## src/rtl/hmmm_host_if_pkg.sv

```systemverilog
`default_nettype none
// ============================================================================
//  Module      : hmmm_host_if_pkg
//  Description : Shared constants for the Hmmm host interface: the state
//                encoding seen on the state output, and the rotate amount
//                used by the optional load checksum.
//  Revision    : 1.0 - initial release
// ============================================================================
package hmmm_host_if_pkg;

   // Host interface state encoding (visible on the 'state' output)
   localparam logic [1:0] ST_IDLE   = 2'd0;
   localparam logic [1:0] ST_LOAD   = 2'd1;
   localparam logic [1:0] ST_RUN    = 2'd2;
   localparam logic [1:0] ST_HALTED = 2'd3;

   // Left-rotate applied to the running checksum before each XOR
   localparam int CSUM_ROT = 1;

   // State entered on an accepted load_start: a zero-length load has
   // nothing to stream, so the core is released immediately.
   function automatic logic [1:0] load_entry_state(input logic len_is_zero);
      return len_is_zero ? ST_RUN : ST_LOAD;
   endfunction

endpackage : hmmm_host_if_pkg
`default_nettype wire

```

## src/rtl/hmmm_fifo.sv

```systemverilog
`default_nettype none
// ============================================================================
//  Module      : hmmm_fifo
//  Description : Synchronous first-word-fall-through FIFO. The head entry is
//                presented on pop_data whenever the FIFO is non-empty; pop
//                simply advances to the next entry. Push into a full FIFO and
//                pop from an empty FIFO are ignored. flush empties the FIFO
//                and takes priority over push/pop in the same cycle.
//  Ports       : clk, rst (async, active-low)
//                flush            - discard all entries
//                push, push_data  - write request / data
//                pop              - advance head
//                pop_data         - current head (undefined when empty)
//                full, empty      - occupancy flags (registered)
//  Revision    : 1.0 - initial release
// ============================================================================
module hmmm_fifo #(
   parameter int DATA_W = 16,
   parameter int DEPTH  = 4
) (
   input  logic              clk,
   input  logic              rst,
   input  logic              flush,
   input  logic              push,
   input  logic [DATA_W-1:0] push_data,
   input  logic              pop,
   output logic [DATA_W-1:0] pop_data,
   output logic              full,
   output logic              empty
);

   localparam int               PTR_W    = (DEPTH > 1) ? $clog2(DEPTH) : 1;
   localparam logic [PTR_W:0]   FULL_CNT = (PTR_W + 1)'(DEPTH);

   logic [DATA_W-1:0] mem [DEPTH];
   logic [PTR_W-1:0]  wr_ptr;
   logic [PTR_W-1:0]  rd_ptr;
   logic [PTR_W:0]    count;

   logic do_push;
   logic do_pop;

   assign do_push  = push && !full;
   assign do_pop   = pop && !empty;
   assign full     = (count == FULL_CNT);
   assign empty    = (count == '0);
   assign pop_data = mem[rd_ptr];

   // DEPTH is a power of two, so the pointers wrap naturally.
   always_ff @(posedge clk or negedge rst) begin
      if (!rst) begin
         wr_ptr <= '0;
         rd_ptr <= '0;
         count  <= '0;
      end else if (flush) begin
         wr_ptr <= '0;
         rd_ptr <= '0;
         count  <= '0;
      end else begin
         if (do_push) wr_ptr <= wr_ptr + 1'b1;
         if (do_pop)  rd_ptr <= rd_ptr + 1'b1;
         case ({do_push, do_pop})
            2'b10:   count <= count + 1'b1;
            2'b01:   count <= count - 1'b1;
            default: count <= count;
         endcase
      end
   end

   // Storage carries no reset; contents are only observed while non-empty.
   always_ff @(posedge clk) begin
      if (do_push && !flush) mem[wr_ptr] <= push_data;
   end

endmodule : hmmm_fifo
`default_nettype wire

```

## src/rtl/hmmm_host_if.sv

```systemverilog
`default_nettype none
// ============================================================================
//  Module      : hmmm_host_if
//  Description : Host interface for the Hmmm core. Streams a program image
//                into RAM over a valid/ready channel with auto-incrementing
//                addresses while holding the core, then serves the core's
//                read/write instructions through an input FIFO (host->core)
//                and an output FIFO (core->host).
//  Ports       : clk, rst (async, active-low)
//                load_start/load_base/load_len - start a program load
//                s_valid/s_ready/s_data        - host -> block words
//                m_valid/m_ready/m_data        - block -> host words
//                ram_we/ram_addr/ram_wdata     - RAM write port (registered)
//                core_hold                     - core frozen
//                core_rd_req/core_rd_data      - core read instruction
//                core_wr_req/core_wr_data      - core write instruction
//                core_stall                    - core must repeat step
//                core_halt                     - core executed halt
//                state                         - IDLE/LOAD/RUN/HALTED
//                loaded_count                  - words written this load
//                checksum                      - load checksum (optional)
//  Config      : define HMMM_HOST_IF_CHECKSUM_EN to add the checksum output.
//  Revision    : 1.0 - initial release
// ============================================================================
module hmmm_host_if
   import hmmm_host_if_pkg::*;
#(
   parameter int DATA_W     = 16,
   parameter int ADDR_W     = 8,
   parameter int FIFO_DEPTH = 4
) (
   input  logic              clk,
   input  logic              rst,
   input  logic              load_start,
   input  logic [ADDR_W-1:0] load_base,
   input  logic [ADDR_W-1:0] load_len,
   input  logic              s_valid,
   output logic              s_ready,
   input  logic [DATA_W-1:0] s_data,
   output logic              m_valid,
   input  logic              m_ready,
   output logic [DATA_W-1:0] m_data,
   output logic              ram_we,
   output logic [ADDR_W-1:0] ram_addr,
   output logic [DATA_W-1:0] ram_wdata,
   output logic              core_hold,
   input  logic              core_rd_req,
   output logic [DATA_W-1:0] core_rd_data,
   input  logic              core_wr_req,
   input  logic [DATA_W-1:0] core_wr_data,
   output logic              core_stall,
   input  logic              core_halt,
   output logic [1:0]        state,
   output logic [ADDR_W-1:0] loaded_count
`ifdef HMMM_HOST_IF_CHECKSUM_EN
   ,
   output logic [DATA_W-1:0] checksum
`endif
);

   logic [1:0]        next_state;
   logic [ADDR_W-1:0] load_addr;
   logic [ADDR_W-1:0] remaining;

   logic              start_ok;
   logic              load_hs;
   logic              in_run;

   logic              in_push, in_pop, in_full, in_empty;
   logic [DATA_W-1:0] in_head;
   logic              out_push, out_pop, out_full, out_empty;
   logic [DATA_W-1:0] out_head;

   assign in_run   = (state == ST_RUN);
   // load_start only counts while the core is idle or halted
   assign start_ok = load_start && ((state == ST_IDLE) || (state == ST_HALTED));
   // s_ready is constantly high in LOAD, so s_valid alone completes a transfer
   assign load_hs  = (state == ST_LOAD) && s_valid;

   // Core requests only act in RUN; full/empty are registered so a same-cycle
   // host push/pop never bypasses into the core's view.
   assign in_push  = in_run && s_valid && !in_full;
   assign in_pop   = in_run && core_rd_req && !in_empty;
   assign out_push = in_run && core_wr_req && !out_full;
   assign out_pop  = m_ready && !out_empty;

   // ------------------------------------------------------------------------
   // FSM: state register
   // ------------------------------------------------------------------------
   always_ff @(posedge clk or negedge rst) begin
      if (!rst) state <= ST_IDLE;
      else      state <= next_state;
   end

   // ------------------------------------------------------------------------
   // FSM: next-state logic
   // ------------------------------------------------------------------------
   always_comb begin
      next_state = state;
      case (state)
         ST_IDLE, ST_HALTED: begin
            if (load_start) next_state = load_entry_state(load_len == '0);
         end
         ST_LOAD: begin
            if (load_hs && (remaining == ADDR_W'(1))) next_state = ST_RUN;
         end
         ST_RUN: begin
            if (core_halt) next_state = ST_HALTED;
         end
         default: next_state = ST_IDLE;
      endcase
   end

   // ------------------------------------------------------------------------
   // FSM: outputs
   // ------------------------------------------------------------------------
   always_comb begin
      core_hold    = 1'b1;
      s_ready      = 1'b0;
      core_stall   = 1'b0;
      case (state)
         ST_LOAD: s_ready = 1'b1;
         ST_RUN: begin
            core_hold  = 1'b0;
            s_ready    = !in_full;
            core_stall = (core_rd_req && in_empty) || (core_wr_req && out_full);
         end
         default: ;
      endcase
      // The output FIFO drains to the host in every state
      m_valid      = !out_empty;
      m_data       = out_empty ? '0 : out_head;
      core_rd_data = in_empty ? '0 : in_head;
   end

   // ------------------------------------------------------------------------
   // Load datapath: RAM write port is registered one cycle behind the
   // handshake; address wraps modulo 2^ADDR_W.
   // ------------------------------------------------------------------------
   always_ff @(posedge clk or negedge rst) begin
      if (!rst) begin
         ram_we       <= 1'b0;
         ram_addr     <= '0;
         ram_wdata    <= '0;
         load_addr    <= '0;
         remaining    <= '0;
         loaded_count <= '0;
      end else begin
         ram_we <= load_hs;
         if (start_ok) begin
            load_addr    <= load_base;
            remaining    <= load_len;
            loaded_count <= '0;
         end else if (load_hs) begin
            ram_addr     <= load_addr;
            ram_wdata    <= s_data;
            load_addr    <= load_addr + 1'b1;
            remaining    <= remaining - 1'b1;
            loaded_count <= loaded_count + 1'b1;
         end
      end
   end

`ifdef HMMM_HOST_IF_CHECKSUM_EN
   // Running rotate-XOR over the loaded words; only updates on load
   // handshakes, so it is frozen once LOAD is left.
   always_ff @(posedge clk or negedge rst) begin
      if (!rst) begin
         checksum <= '0;
      end else if (start_ok) begin
         checksum <= '0;
      end else if (load_hs) begin
         checksum <= ((checksum << CSUM_ROT) | (checksum >> (DATA_W - CSUM_ROT)))
                     ^ s_data;
      end
   end
`endif

   // ------------------------------------------------------------------------
   // IO FIFOs. A new load discards stale host input but keeps core output
   // so the host can still collect it.
   // ------------------------------------------------------------------------
   hmmm_fifo #(
      .DATA_W (DATA_W),
      .DEPTH  (FIFO_DEPTH)
   ) u_in_fifo (
      .clk       (clk),
      .rst       (rst),
      .flush     (start_ok),
      .push      (in_push),
      .push_data (s_data),
      .pop       (in_pop),
      .pop_data  (in_head),
      .full      (in_full),
      .empty     (in_empty)
   );

   hmmm_fifo #(
      .DATA_W (DATA_W),
      .DEPTH  (FIFO_DEPTH)
   ) u_out_fifo (
      .clk       (clk),
      .rst       (rst),
      .flush     (1'b0),
      .push      (out_push),
      .push_data (core_wr_data),
      .pop       (out_pop),
      .pop_data  (out_head),
      .full      (out_full),
      .empty     (out_empty)
   );

endmodule : hmmm_host_if
`default_nettype wire

```

## config.mk

```make
export PLATFORM = sky130hd
export DESIGN_NAME = hmmm_host_if
export DESIGN_NICKNAME = d
export VERILOG_FILES = /design/src/rtl/hmmm_host_if_pkg.sv /design/src/rtl/hmmm_fifo.sv /design/src/rtl/hmmm_host_if.sv
export SDC_FILE = /design/constraint.sdc
export NUM_CORES = 1
export LEC_CHECK = 0
export CAP_MARGIN = 5
export CORE_ASPECT_RATIO = 1.25
export CORE_MARGIN = 10
export CORE_UTILIZATION = 33
export CTS_BUF_LIST = sky130_fd_sc_hd__clkbuf_8 sky130_fd_sc_hd__clkbuf_16
export CTS_CLUSTER_SIZE = 40
export DETAILED_ROUTE_END_ITERATION = 7
export DONT_BUFFER_PORTS = 1
export GPL_ROUTABILITY_DRIVEN = 0
export PLACE_DENSITY = 0.45
export SLEW_MARGIN = 20
export SYNTH_ARGS = -nofsm -noshare
export SYNTH_HDL_FRONTEND = slang
export SYNTH_SLANG_ARGS = --single-unit
export TNS_END_PERCENT = 20
```

## constraint.sdc

```tcl
create_clock -name clk -period 6.63 [get_ports clk]
set_input_delay 1.326 -clock clk [delete_from_list [all_inputs] [get_ports clk]]
set_output_delay 1.326 -clock clk [all_outputs]
set_load 0.02 [all_outputs]
```

==> results of run 1 <==
[power breakdown]
group          internal (mW)  leakage [nW]  switching (mW)
clock                  0.613         0.310           0.465
combinational          0.463         0.893           0.703
sequential              1.52          1.97           0.313
total                   2.60          3.17            1.48
[routing by layer]
| layer | global-route usage | part of all wire |
|---|---|---|
| met3 | 0.05577 | 0.086 |
| met1 | 0.1187 | 0.38 |
| met5 | 0 | 0 |
| met2 | 0.1981 | 0.53 |
| met4 | 0.03168 | 0.0091 |
[area by class of cell]
type	instances	area, um2	area share
sequential	193	5470	0.6050
multi-input combinational	278	2464	0.2725
clock buffer	18	439.2	0.04857
tap	330	412.9	0.04567
clock inverter	14	176.4	0.01951
inverter	17	63.81	0.007058
timing repair buffer	2	15.01	0.001661
[cell usage after synthesis, drive strengths merged]
library cell / instances
or2: 1
nand3: 6
or3b: 1
a21o: 1
or4: 2
mux4: 32
a21oi: 7
nor2b: 16
nand3b: 1
dfrtp: 65
a32oi: 1
ha: 15
nand4: 5
clkbuf: 5
nor3: 6
and2: 26
and3: 2
o211a: 1
a211oi: 1
buf: 18
nor2: 25
a31o: 1
fa: 2
o22ai: 1
o21ai: 25
mux2i: 5
xor2: 13
inv: 17
edfxtp: 128
nor4: 3
a221oi: 1
mux2: 26
or3: 4
nand2: 31
xnor2: 16
nand4b: 1
[placed cells by master (no fill, tap or decap), drive strengths merged, types with 15 or more instances in the layout]
master | synthesis | final
o21ai | 25 | 25
nor2b | 16 | 16
mux4 | 32 | 32
clkbuf | 5 | 18
xnor2 | 16 | 16
edfxtp | 128 | 128
dfrtp | 65 | 65
nor2 | 25 | 25
inv | 17 | 24
ha | 15 | 15
mux2 | 26 | 26
nand2 | 31 | 31
and2 | 26 | 26
[worst max-delay path by stage]
stage,end,slack (ps),cells after the start
after floorplan,core_stall,3470,3
after global placement,u_in_fifo.mem[0][9]$_DFFE_PP_,3390,3
after detailed placement,core_stall,3350,3
after CTS,core_stall,2870,3
after global routing,core_stall,2780,3
final,core_stall,3040,3
[kinds of logic (layout without fill, tap and decap cells)]
family,after synthesis,count (layout),share of synthesized area
buffers and inverters,40,51,0.02448
AO/OA/AOI/OAI,39,39,0.02741
flip-flops,193,193,0.6732
multiplexers,63,63,0.1309
AND/OR/NAND/NOR,130,130,0.08469
adder cells (fa/ha/maj),17,17,0.02803
XOR/XNOR,29,29,0.03126
[sequential cells by signal, summed over array words and instances, names as in the netlist]
register	cells
u_out_fifo.count	3
u_out_fifo.mem	64
u_in_fifo.rd_ptr	2
u_out_fifo.rd_ptr	2
ram_wdata	16
u_in_fifo.mem	64
remaining	8
u_out_fifo.wr_ptr	2
load_addr	8
ram_addr	8
ram_we	1
state	2
u_in_fifo.wr_ptr	2
loaded_count	8
u_in_fifo.count	3
==> results.yml, run 1 <==
timing:
  setup_slack_ps: 3041
  achievable-frequency_mhz: 278.6
  report.final.slew_viol_count: 0
  final_period_minus_worst_setup_slack_ps: 3589
  grt_setup_unrepaired: "no"
  slew-limit-headroom: 0.3724
  fin_skew_ps: 10.09
  final-setup-viol-count: 0
  min_period_over_period: 0.5414
  timing.final.hold_violations: 0
  timing_worst_slew_pin_value_ps: 941.3
  setup-tns-final_ps: 0
  hold_ws_ps: 505.1
clock_network:
  cts_resized: 0
  cts.path.max_buffers: 2
  tritoncts_num_sinks: 193
  post-cts-setup-buffer-count: 0
  tritoncts.num_buffers: 17
  cts_tree: "built"
  clock_h_tree_levels: 4
  worst_setup_hold_path_clk_slew_ps: 80
  clock_tree.root_cell: "clkbuf_16"
  clock_insertion_delay_worst_skew_ps: 430
  hold_buffers_post_cts: 0
drt:
  via_per_inst: 4.837
  drt-initial-drc-count: 211
  via_count: 4121
  wl_per_cell_um: 20.56
  dr.pass1.iters: 4
  drt-total-wl_mm: 17.52
  ant_nets: 0
  post-route-drc-count: 0
floorplan:
  fp.dieW_um: 160.4
  starting_density_of_the_core: 0.3338
  core_um2: 24340
  floorplan.io_pins: 127
  design.die.area_um2: 31340
  fp.dieH_um: 195.4
  fp-row-count: 64
setup_path:
  worstPathRequired_ps: 5300
  number_of_buffers_and_inverters_on_the_critical_path: 0
  r2r_slack_ps: 3760
  cp_top_family: "simple AND/OR/NAND/NOR gates"
  crit_path_end_kind: "output port"
  worstSetupStartpointType: "register"
  reg2regPathDepth: 5
  crit_fanout: 19
  timing_worst_setup_path_type: "register to output port"
  cp_data_arrival_time_ps: 2260
  cp_cell_sequence: "nor3_4, a32oi_1, nor2_1"
  critical_path.reg2reg.startpoint: "state[0]$_DFFE_PN0P_"
  crit_path_start: "u_in_fifo.count[1]$_DFFE_PN0P_"
  timing.critical_path.slowest_cell_delay_ps: 780
  slowest_stage: "nor3_4"
  ff_to_ff_end: "u_in_fifo.mem[1][2]$_DFFE_PP_"
power:
  power.static_leakage_nw: 3.168
  vdd_ir_drop_max_v: 0.0001881
  power.density_nw_per_um2: 451.0
  finalPower_mw: 4.077
min_path:
  holdCritPathClass: "register to register"
  worstHoldStart: "u_out_fifo.rd_ptr[0]$_DFFE_PN0P_"
  min_delay_worst_endpoint: "u_out_fifo.rd_ptr[0]$_DFFE_PN0P_"
  min_delay_path_depth: 1
logic_synthesis:
  yosys_warnings: 0
  syn_inst: 511
  synth.top_cells.by_area: "edfxtp_1 47%, dfrtp_1 20%, mux4_2 8.9%, mux2_1 2.9%, ha_1 2.3%"
  syn-cell-area_um2: 8125
  post_synthesis_net_count: 584
  synthDistinctLibCells: 46
  seq_area_frac_synth: 0.6732
  post-synth-top-area-cell: "edfxtp_1"
  synth.ff_latch_count: 193
  postSynthAreaPerCell_um2: 15.90
  synth_largest_type_area_fraction: 0.4731
global_routing:
  number_of_antenna_violations_at_the_first_check_in_global_routing: 0
  grt_max_degree: 66
  via_count_of_the_first_global_routing_pass: 4540
  grt-ovfl-total: 0
  wire_length_of_the_first_global_routing_pass_mm: 27.27
  track_usage: 0.1136
placement:
  dp.cells: 820
  detailedPlace.worstSlack_ps: 3352
  place_area_um2: 8426
  io_buffer_count: 0
  dpl.hpwl_mm: 11.60
final_layout:
  finish.net_count: 582
  postLayoutCoreUtil: 0.3714
  fillers: 2328
  num_antenna_cells: 0
  final_design_area_no_fill_um2: 9041
  drive_above_1_share: 0.1494
  stdcell_count: 852
  area_added_between_synthesis_and_finish_pct: 11.27
job:
  max_cap_viol_count: 0
status:
  run_status: "finished, final reports clean"
Power figures use the tool's default switching activity.
==> run 2, diff against run 1 <==
--- a/config.mk
+++ b/config.mk
@@ -14,7 +14,7 @@
 export DETAILED_ROUTE_END_ITERATION = 7
 export DONT_BUFFER_PORTS = 1
 export GPL_ROUTABILITY_DRIVEN = 0
-export PLACE_DENSITY = 0.45
+export PLACE_DENSITY = 0.46
 export SLEW_MARGIN = 20
 export SYNTH_ARGS = -nofsm -noshare
 export SYNTH_HDL_FRONTEND = slang
==> constraint.sdc (replaced) <==
create_clock -name clk -period 3.3 [get_ports clk]
set_input_delay 0.66 -clock clk [delete_from_list [all_inputs] [get_ports clk]]
set_output_delay 0.66 -clock clk [all_outputs]
set_load 0.02 [all_outputs]
==> run 2 against run 1 <==
- power increased by 95%
- via count increased by 0.36%
- critical path depth unchanged
- utilization increased by 0.14 points
- flip-flop and latch count unchanged
- final cell count increased by 1.5%
- sequential power increased by 100%
- cell area increased by 0.39%
==> results.yml, run 2 (synthesized netlist as in run 1, its figures left out) <==
final_layout:
  drive_above_1_share: 0.1664
  regArea_um2: 5470
  multi_input_comb_area_um2: 2457
  area_added_between_synthesis_and_finish_pct: 11.70
  final_cell_mix: "128 x edfxtp_1, 65 x dfrtp_1, 32 x mux4_2"
  fillers: 2387
  finish.net_count: 595
  layout.cells.most_common: "edfxtp_1"
  largest_regs: "u_in_fifo.mem: 64 flops, u_out_fifo.mem: 64 flops, ram_wdata: 16 flops"
  num_antenna_cells: 0
setup_path:
  r2r_slack_ps: 780
  crit_fanout: 14
  crit_path_end_kind: "output port"
  timing_worst_setup_path_type: "register to output port"
  cp_data_arrival_time_ps: 2070
  worstPathRequired_ps: 2640
  worstSetupStartpointType: "register"
drt:
  post-route-drc-count: 0
  via_per_inst: 4.782
  drt-total-wl_mm: 17.37
  wl_per_cell_um: 20.08
  via_count: 4136
  drt-initial-drc-count: 174
  dr.pass1.iters: 4
  ant_nets: 0
clock_network:
  clock_h_tree_levels: 4
  worst_setup_hold_path_clk_slew_ps: 70
  tritoncts_num_sinks: 193
  hold_buffers_post_cts: 1
  cts_resized: 0
  clock_insertion_delay_worst_skew_ps: 430
  post-cts-setup-buffer-count: 0
  cts.path.max_buffers: 2
  tritoncts.num_buffers: 17
  clock_tree.root_cell: "clkbuf_16"
  cts_tree: "built"
power:
  sw_frac_of_total: 0.3735
  power.static_leakage_nw: 3.191
  power.density_nw_per_um2: 877.2
  p_seq_frac: 0.461
  vdd_ir_drop_max_v: 0.0003475
  power.share.clock: 0.239
  power_report.internal_total_mw: 4.988
  netSwitchingPower_mw: 2.973
  power.share.combinational: 0.300
timing:
  setup-tns-final_ps: 0
  slew-limit-headroom: 0.4501
  timing_worst_slew_pin_value_ps: 824.8
  grt_setup_unrepaired: "no"
  achievable-frequency_mhz: 366.5
  final_period_minus_worst_setup_slack_ps: 2729
  timing.final.hold_violations: 0
  hold_ws_ps: 116.8
  setup_slack_ps: 571.2
  min_period_over_period: 0.8269
  final-setup-viol-count: 0
  fin_skew_ps: 10.75
  report.final.slew_viol_count: 0
floorplan:
  fp-row-count: 64
  starting_density_of_the_core: 0.3338
  fp.dieW_um: 160.4
  fp.dieH_um: 195.4
  design.die.area_um2: 31340
  core_um2: 24340
  floorplan.io_pins: 127
global_routing:
  wire_length_of_the_first_global_routing_pass_mm: 27.12
  track_usage: 0.1124
  via_count_of_the_first_global_routing_pass: 4429
  number_of_antenna_violations_at_the_first_check_in_global_routing: 0
  grt_max_degree: 66
  grt-ovfl-total: 0
placement:
  detailedPlace.worstSlack_ps: 798.0
  dpl.hpwl_mm: 11.57
  io_buffer_count: 0
job:
  max_cap_viol_count: 0
min_path:
  holdCritPathClass: "primary input to asynchronous set/reset pin"
status:
  run_status: "finished, final reports clean"
-- run 2: cell types whose count changed in the layout (fill, tap and decap cells not counted), sizes merged --
cell      previous run  this run
buf                  2        15
clkinv               4         8
bufinv               3         0
clkinvlp             0         3
inv                 24        21
clkbuf              18        17
-- run 2: path summary, 6_finish.rpt --
check,startpoint,to,cells after the start
worst max-delay path,u_out_fifo.rd_ptr[0]$_DFFE_PN0P_,m_data[9],3
worst min-delay path,rst,ram_we$_DFF_PN0_,1
worst max register to register,state[0]$_DFFE_PN0P_,u_out_fifo.count[1]$_DFFE_PN0P_,9
worst min register to register,load_addr[7]$_DFFE_PN0P_,ram_addr[7]$_DFFE_PN0P_,1
max in group asynchronous,rst,ram_wdata[13]$_DFFE_PN0P_,1
min in group clk,s_data[1],u_in_fifo.mem[0][1]$_DFFE_PP_,0
-- run 2: critical path, stage by stage, from the launching register on --
cell,delay (ps)
dfrtp_1,500
buf_4,350
mux4_2,550
and2_1,250
-- run 2: routing by layer --
metal	wire [um]	vias to the layer above	global-route usage
li1	-	1896	-
met1	6925	2140	0.1217
met2	8852	88	0.1927
met3	1421	12	0.05156
met4	172	0	0.03372
met5	0	-	0
-- run 2: metrics by stage --
stage,std cells,utilization,instance area (um2),power [mW]
floorplan,511,-,8125,5.599
global placement,832,0.3496,8509,6.131
detailed placement,832,0.3496,8509,6.185
CTS,865,0.3728,9076,8.140
global route,865,0.3728,9076,8.468
finish,865,0.3728,9076,7.961
-- run 2: power groups by stage --
stage / clock [mW] / combinational (mW) / sequential, mW
finish: 1.90 / 2.39 / 3.67
global route: 2.06 / 2.67 / 3.74
CTS: 1.97 / 2.48 / 3.69
detailed placement: 0 / 2.45 / 3.74
global placement: 0 / 2.40 / 3.73
floorplan: 0 / 2.05 / 3.55
-- run 2: area by class of cell --
| class | instances | area share |
|---|---|---|
| Multi-Input combinational cell | 278 | 0.2707 |
| Tap cell | 330 | 0.04549 |
| Inverter | 17 | 0.007031 |
| Clock inverter | 15 | 0.01254 |
| Timing Repair Buffer | 15 | 0.01461 |
| Clock buffer | 17 | 0.04687 |
| Sequential cell | 193 | 0.6027 |
